--- src/rtl/mdu_sequencer.sv ---
// Multi-cycle RV32M multiply/divide sequencer for the EX stage.
// Radix-2 shift-add multiply and restoring divide, one result bit per CALC cycle.
module mdu_sequencer #(
  parameter int XLEN = 32
) (
  input  logic            clk,
  input  logic            rst_n,
  input  logic            start_i,
  input  logic [2:0]      funct3_i,
  input  logic [XLEN-1:0] op_a_i,
  input  logic [XLEN-1:0] op_b_i,
  input  logic            flush_i,
  output logic            stall_o,
  output logic            busy_o,
  output logic            done_o,
  output logic [XLEN-1:0] result_o
);
  localparam int CW = $clog2(XLEN);
  localparam logic [CW-1:0] LAST = CW'(XLEN - 1);
  localparam logic [XLEN-1:0] SMIN = {1'b1, {(XLEN-1){1'b0}}};

  typedef enum logic [1:0] {IDLE, PREP, CALC, FIN} state_t;
  state_t state, state_nxt;

  logic [2:0]             f3_q;
  logic signed [XLEN-1:0] a_q, b_q;
  logic [XLEN-1:0]        mcand_q;
  logic [2*XLEN-1:0]      acc_q;
  logic [CW-1:0]          cnt_q;
  logic                   neg_q, nrem_q, spec_q;
  logic [XLEN-1:0]        res_q;

  function automatic logic [XLEN-1:0] cond_neg(input logic [XLEN-1:0] v, input logic n);
    return n ? (~v + 1'b1) : v;
  endfunction

  function automatic logic [2*XLEN-1:0] cond_neg_w(input logic [2*XLEN-1:0] v, input logic n);
    return n ? (~v + 1'b1) : v;
  endfunction

  // Operand decode: signedness, magnitudes and RISC-V special cases
  logic            is_div, sgn_a, sgn_b, a_neg, b_neg, div0, ovf, special;
  logic [XLEN-1:0] a_mag, b_mag, spec_val;

  always_comb begin
    is_div   = f3_q[2];
    sgn_a    = is_div ? !f3_q[0] : (f3_q[1:0] != 2'b11);
    sgn_b    = is_div ? !f3_q[0] : !f3_q[1];
    a_neg    = sgn_a & a_q[XLEN-1];
    b_neg    = sgn_b & b_q[XLEN-1];
    a_mag    = cond_neg(a_q, a_neg);
    b_mag    = cond_neg(b_q, b_neg);
    div0     = (b_q == '0);
    ovf      = !f3_q[0] && (a_q == SMIN) && (b_q == '1);
    special  = is_div && (div0 || ovf);
    spec_val = div0 ? (f3_q[1] ? a_q : '1) : (f3_q[1] ? '0 : SMIN);
  end

  // Iteration step: shift-add multiply and restoring divide share acc_q
  logic [XLEN:0]     mul_sum, div_sh;
  logic [XLEN-1:0]   div_sub;
  logic              div_ge;
  logic [2*XLEN-1:0] mul_nxt, div_nxt;

  always_comb begin
    mul_sum = {1'b0, acc_q[2*XLEN-1:XLEN]} + (acc_q[0] ? {1'b0, mcand_q} : '0);
    mul_nxt = {mul_sum, acc_q[XLEN-1:1]};
    div_sh  = {acc_q[2*XLEN-1:XLEN], acc_q[XLEN-1]};
    div_ge  = (div_sh >= {1'b0, mcand_q});
    div_sub = div_sh[XLEN-1:0] - mcand_q;
    div_nxt = div_ge ? {div_sub, acc_q[XLEN-2:0], 1'b1}
                     : {div_sh[XLEN-1:0], acc_q[XLEN-2:0], 1'b0};
  end

  // Final sign correction and result select
  logic [2*XLEN-1:0] prod_fix;
  logic [XLEN-1:0]   fin_val;

  always_comb begin
    prod_fix = cond_neg_w(acc_q, neg_q);
    fin_val  = '0;
    if (spec_q) begin
      fin_val = acc_q[XLEN-1:0];
    end else begin
      case (f3_q)
        3'b000:                fin_val = prod_fix[XLEN-1:0];
        3'b001, 3'b010, 3'b011: fin_val = prod_fix[2*XLEN-1:XLEN];
        3'b100, 3'b101:        fin_val = cond_neg(acc_q[XLEN-1:0], neg_q);
        default:               fin_val = cond_neg(acc_q[2*XLEN-1:XLEN], nrem_q);
      endcase
    end
  end

  always_ff @(posedge clk) begin
    if (!rst_n) state <= IDLE;
    else        state <= state_nxt;
  end

  always_comb begin
    state_nxt = state;
    stall_o   = 1'b0;
    done_o    = 1'b0;
    busy_o    = (state != IDLE);
    case (state)
      IDLE: begin
        if (start_i && !flush_i) begin
          state_nxt = PREP;
          stall_o   = 1'b1;
        end
      end
      PREP: begin
        stall_o = 1'b1;
        if (flush_i)      state_nxt = IDLE;
        else if (special) state_nxt = FIN;
        else              state_nxt = CALC;
      end
      CALC: begin
        stall_o = 1'b1;
        if (flush_i)             state_nxt = IDLE;
        else if (cnt_q == LAST)  state_nxt = FIN;
      end
      FIN: begin
        state_nxt = IDLE;
        done_o    = !flush_i;
      end
      default: state_nxt = IDLE;
    endcase
  end

  assign result_o = done_o ? fin_val : res_q;

  always_ff @(posedge clk) begin
    if (!rst_n) begin
      f3_q    <= '0;
      a_q     <= '0;
      b_q     <= '0;
      mcand_q <= '0;
      acc_q   <= '0;
      cnt_q   <= '0;
      neg_q   <= 1'b0;
      nrem_q  <= 1'b0;
      spec_q  <= 1'b0;
      res_q   <= '0;
    end else begin
      case (state)
        IDLE: begin
          if (start_i && !flush_i) begin
            f3_q <= funct3_i;
            a_q  <= op_a_i;
            b_q  <= op_b_i;
          end
        end
        PREP: begin
          cnt_q  <= '0;
          spec_q <= special;
          neg_q  <= a_neg ^ b_neg;
          nrem_q <= a_neg;
          if (special) begin
            acc_q <= {{XLEN{1'b0}}, spec_val};
          end else if (is_div) begin
            acc_q   <= {{XLEN{1'b0}}, a_mag};
            mcand_q <= b_mag;
          end else begin
            acc_q   <= {{XLEN{1'b0}}, b_mag};
            mcand_q <= a_mag;
          end
        end
        CALC: begin
          acc_q <= is_div ? div_nxt : mul_nxt;
          cnt_q <= cnt_q + 1'b1;
        end
        FIN: begin
          if (done_o) res_q <= fin_val;
        end
        default: ;
      endcase
    end
  end
endmodule

--- config.mk ---
export PLATFORM = sky130hd
export DESIGN_NAME = mdu_sequencer
export DESIGN_NICKNAME = d
export VERILOG_FILES = /design/src/rtl/mdu_sequencer.sv
export SDC_FILE = /design/constraint.sdc
export NUM_CORES = 1
export LEC_CHECK = 0
export CAP_MARGIN = 15
export CORE_MARGIN = 2
export CORE_UTILIZATION = 40
export CTS_CLUSTER_DIAMETER = 40
export DETAILED_ROUTE_END_ITERATION = 6
export DONT_BUFFER_PORTS = 1
export PLACE_DENSITY_LB_ADDON = 0.25
export SLEW_MARGIN = 5
export SYNTH_ARGS = -nofsm -noshare
export SYNTH_HDL_FRONTEND = slang
export SYNTH_SLANG_ARGS = --single-unit
export TNS_END_PERCENT = 20
--- constraint.sdc ---
create_clock -name clk -period 4 [get_ports clk]
set_input_delay 0.4 -clock clk [delete_from_list [all_inputs] [get_ports clk]]
set_output_delay 0.4 -clock clk [all_outputs]
set_load 0.05 [all_outputs]
# Yosys cells after proc, flatten, opt, wreduce, memory -nomap -nowiden
# Index checks and enable logic that the tools add are counted.
# word_totals
reg_bits,205
mem_bits_ro,0
wordCells,92
output_inout_bits,35
input_bits,71
mem_bits_rw,0
mem_count,0
latchBits,0
# op_classes
n_addsub,8
n_lt_le_gt_ge,1
div_mod_pow,0
muxes,30
n_shift,0
multipliers,0
reduce_logical,19
eq_ne,14
bitwise,9
# op_table
operator,count
$mux W32,13
$mux W64,3
$add A32 B1 Y32 const B,4
$not A32 Y32,4
$pmux W64 S2,1
$pmux W32 S3,1
$add A64 B1 Y64 const B,1
$eq A32 B32 Y1 const B,2
$not A64 Y64,1
$add A32 B32 Y33,1
$ge A33 B32 Y1,1
$logic_not A32 Y1,1
$sub A32 B32 Y32,1
$pmux W5 S2,1
$mux W2,4
$pmux W2 S4,1
$eq A3 B2 Y1 const B,2
$eq A3 B3 Y1 const B,2
$reduce_and A2 Y1,3
$add A5 B1 Y5 const B,1
$eq A5 B5 Y1 const B,1
$mux W1,5
$eq A2 B2 Y1 const B,2
$logic_and A1 B1 Y1,4
other kinds (15),21

# Depth between registers and ports, before layout
# logic_depth
word_depth,8
mapped_depth,15
mapped_depth_nobuf,13

# Worst setup path before layout
# Ideal clock, no wire load.
# synth_path
kind,reg2out
from,register acc_q[22]
to,output port result_o[5]
path_slack_ns,0.216
path_stages_with_launch,11
t_arrival_ns,3.384
path_buffers,3
required_ns,3.600
cell_sequence,dfxtp_1 -> buf_6 -> or4_4 -> nand4bb_1 -> or3_1 -> clkbuf_1 -> clkbuf_1 -> o21ai_0 -> xnor2_1 -> a21oi_1 -> o21ai_0
# synth_via
elab_chain_len,6
# synth_lines
element,line_no,source
from (decl),28,logic [2*XLEN-1:0] acc_q;
from (signal assigned),159,"acc_q <= {{XLEN{1'b0}}, spec_val};"
from (signal assigned),161,"acc_q <= {{XLEN{1'b0}}, a_mag};"
from (signal assigned),164,"acc_q <= {{XLEN{1'b0}}, b_mag};"
$not A64 Y64,38,return n ? (~v + 1'b1) : v;
$add A64 B1 Y64,38,
$mux W64,38,
$pmux W32 S3,85,case (f3_q)
$mux W32,82,if (spec_q) begin
$mux W32,-,
to (decl),16,output logic [XLEN-1:0] result_o
# No other way between the ends.

# Worst setup path after layout
# layout_path
from,register acc_q[21]
to,output port result_o[21]
# layout_via
elab_chain_len,6
word_cells_on_any_way,9
cone_classes,add/sub (2); mux (5); bitwise (2)
# layout_lines
element,line_no
$not A64 Y64 or $not A32 Y32 (tied branches),"38, 34"
$add A64 B1 Y64 or $add A32 B1 Y32 (tied branches),"38, 34"
$mux W64 or $mux W32 (tied branches),"38, 34"
$pmux W32 S3,85
$mux W32 (*),82
$mux W32 (*),-
# Every way passes the cells marked *; elsewhere a longest branch is shown, timed or not.

==> impl_metrics.tcl <==
set metrics [dict create \
    post_drt_wl_per_cell_um 24.3 \
    drive_above_1_share 0.109 \
    ys_seq_elements 205 \
    antenna_found_initial 1 \
    synth.area.top_cells "dfxtp_1, a21oi_1, nand2_1, ha_1, o21ai_0" \
    clock_path_buffers 3 \
    power.leakage_nw 8.19 \
    hold-path-cell-count 2 \
    grt_use_total 0.335 \
    muxShareOfSynthArea 0.0281 \
    root_buffer "clkbuf_16" \
    synth_top_cell_by_area "dfxtp_1" \
    fin_area_um2 20900 \
    placed_area_um2 18600 \
    synth_warnings 0 \
    synth_compound_area_frac 0.301 \
    wl_um 76500 \
    hold_viol 0 \
    antenna-diode-count 0 \
    violations "DRC, setup timing" \
    clkTransAtPathRegs_ps 50 \
    worst_skew_pair.late_latency_ps 580 \
    drcViolationCount 1 \
    rsz0062_at_grt "yes" \
    hold_path.class "input pin to register" \
    synthCells 2475 \
    crit_arrival_ps 3660 \
    fin_tns_setup_ps -60.4 \
    start_util 0.405 \
    synthTopCellsByCount "nand2_1, a21oi_1, nor2_1" \
    fin_crit_sh 1.02 \
    final_cells 3143 \
    htreeDepth 2 \
    place.detailed.hpwl_um 58100 \
    clkSinkCount 205 \
    whs_ps 24.6 \
    grt_pass1_wl_um 115000 \
    dp.cells 2999 \
    syn_nets 2625 \
    grt_max_degree 79 \
    dieWidth_um 213 \
    crit_path_start_kind "register" \
    syn_to_final_growth_pct 19.6 \
    max-cap-violations 0 \
    min_period_ps 4060 \
    ir_drop_mv 0.303 \
    vias 19310 \
    synthAdderAreaFrac 0.0576 \
    setup_ws_ps -60.4 \
    slew_violations 0 \
    ioPinCount 106 \
    fill_cells 4340 \
    path_max_fanout 11 \
    critPathKind "register to output pin" \
    grt.overflow.total 0 \
    grt_pass1_vias 18304 \
    synth_top_family_by_area "compound AO/OA/AOI/OAI gates" \
    via_per_inst 6.14 \
    syn_area_per_cell_um2 7.04 \
    rows 76 \
    nets 2679 \
    die_area_um2 45300 \
    syn-cell-area_um2 17400 \
    synth-simple-area-share 0.230 \
    die_h_um 213 \
    max_slew_margin 0.288 \
    port_buffers 0 \
    numCtsBuffers 41 \
    synth.top_cell.area_share 0.235 \
    worst_r2r_path_depth 11 \
    outcome "finished with violations" \
    end_kind "output pin" \
    yosysMostFrequentCell "nand2_1" \
    power_density_nw_per_um2 421 \
    drt_first_pass_iters 7 \
    async_flop_share 0 \
    fmax_mhz 246 \
    seq_area_frac_synth 0.235 \
    setup_violations 1 \
    gp_congestion 0.982 \
    tightest_slew_ps 1060 \
    cp.required_ps 3600 \
    synth_cell_types 81 \
    clock_skew_ps 16.7 \
    place_ws_ps 122 \
    synth_edf_count 0 \
    drtAntennaViolNets 0 \
    synthXorXnorAreaFrac 0.0844 \
    core_area_um2 43100 \
    synth_top_flop_cell "dfxtp_1" \
    drt-initial-drc-count 1796 \
    cts_tree "done" \
]
repair_timing:
| item | CTS | global route |
|---|---|---|
| hold buffers | 69 | 0 |
| setup buffers | 0 | 2 |
| resized for setup | 11 | 25 |
| hold endpoints to repair | 114 | 0 |
| endpoints found under the setup margin | 16 | 26 |
| pin swaps | 1 | 5 |
| gates cloned | 0 | 0 |
power by group:
| part | internal [mW] | leakage [nW] | switching (mW) |
|---|---|---|---|
| clock | 2.14 | 0.650 | 1.28 |
| combinational | 1.11 | 5.88 | 1.94 |
| sequential | 2.16 | 1.67 | 0.158 |
path summary, 6_finish.rpt:
check / start / slack, ps / end
worst max-delay path: acc_q[21] / -60 / result_o[21]
worst min-delay path: op_a_i[31] / 20 / a_q[31]
worst max register to register: acc_q[49] / 340 / acc_q[47]
worst min register to register: mcand_q[12] / 450 / mcand_q[12]
critical path: stages, from the launching register on:
cell and delay (ps):
dfxtp_1 310, or4_4 550, nand4bb_1 290, or3_4 530
o41ai_1 760, a32oi_1 210, o221a_2 420
state kept, by name, indices dropped and copies added, names as in the netlist:
signal	count
nrem_q	1
spec_q	1
mcand_q	32
state	2
acc_q	64
f3_q	3
neg_q	1
a_q	32
b_q	32
res_q	32
cnt_q	5
layout make-up:
class	count	area [um^2]	area share
Clock buffer	48	1070	0.0514
Clock inverter	24	285	0.0137
Inverter	86	325	0.0156
Multi-Input combinational cell	1985	12400	0.596
Sequential cell	205	4110	0.197
Tap cell	585	732	0.0351
Timing Repair Buffer	210	1890	0.0908
through the flow:
| stage | util | power [mW] |
|---|---|---|
| 6_report | 0.484 | 8.78 |
| 5_1_grt | 0.484 | 9.11 |
| 4_1_cts | 0.481 | 8.69 |
| 3_5_place_dp | 0.432 | 5.21 |
| 3_3_place_gp | 0.432 | 5.19 |
| 2_1_floorplan | - | 4.22 |
cell usage in the layout, fill, tap and decap left out, drive strengths merged, types with 22 or more instances in the layout:
cell         instances
a21oi              257
o21ai              185
xor2                80
mux2i               35
nand2              317
nor2               230
nor3                60
o21a                23
clkbuf              48
dfxtp              205
buf                141
o31ai               33
a21o                34
or4                 23
xnor2               88
and2                29
ha                  77
nand4               25
o22ai               22
a211oi              43
dlygate4sd3         68
o41ai               23
a31oi               39
nand3               59
inv                 87
o211ai              27
layer usage:
metal | track usage | vias up | wire length (um)
met1 | 0.444 | 9213 | 33000
li1 | - | 9096 | -
met2 | 0.530 | 830 | 34000
met4 | 0.156 | 2 | 3770
met5 | 0 | - | 11
met3 | 0.0557 | 169 | 5670
kinds of logic after synthesis:
logic type / after synthesis
AOI/OAI and AO/OA: 829
xor gates and xnor gates: 168
adders and majority gates: 79
buffers and inverters: 285
DFF: 205
muxes: 44
and+or+nand+nor: 865
No activity file was read; power rests on OpenSTA's default activity.
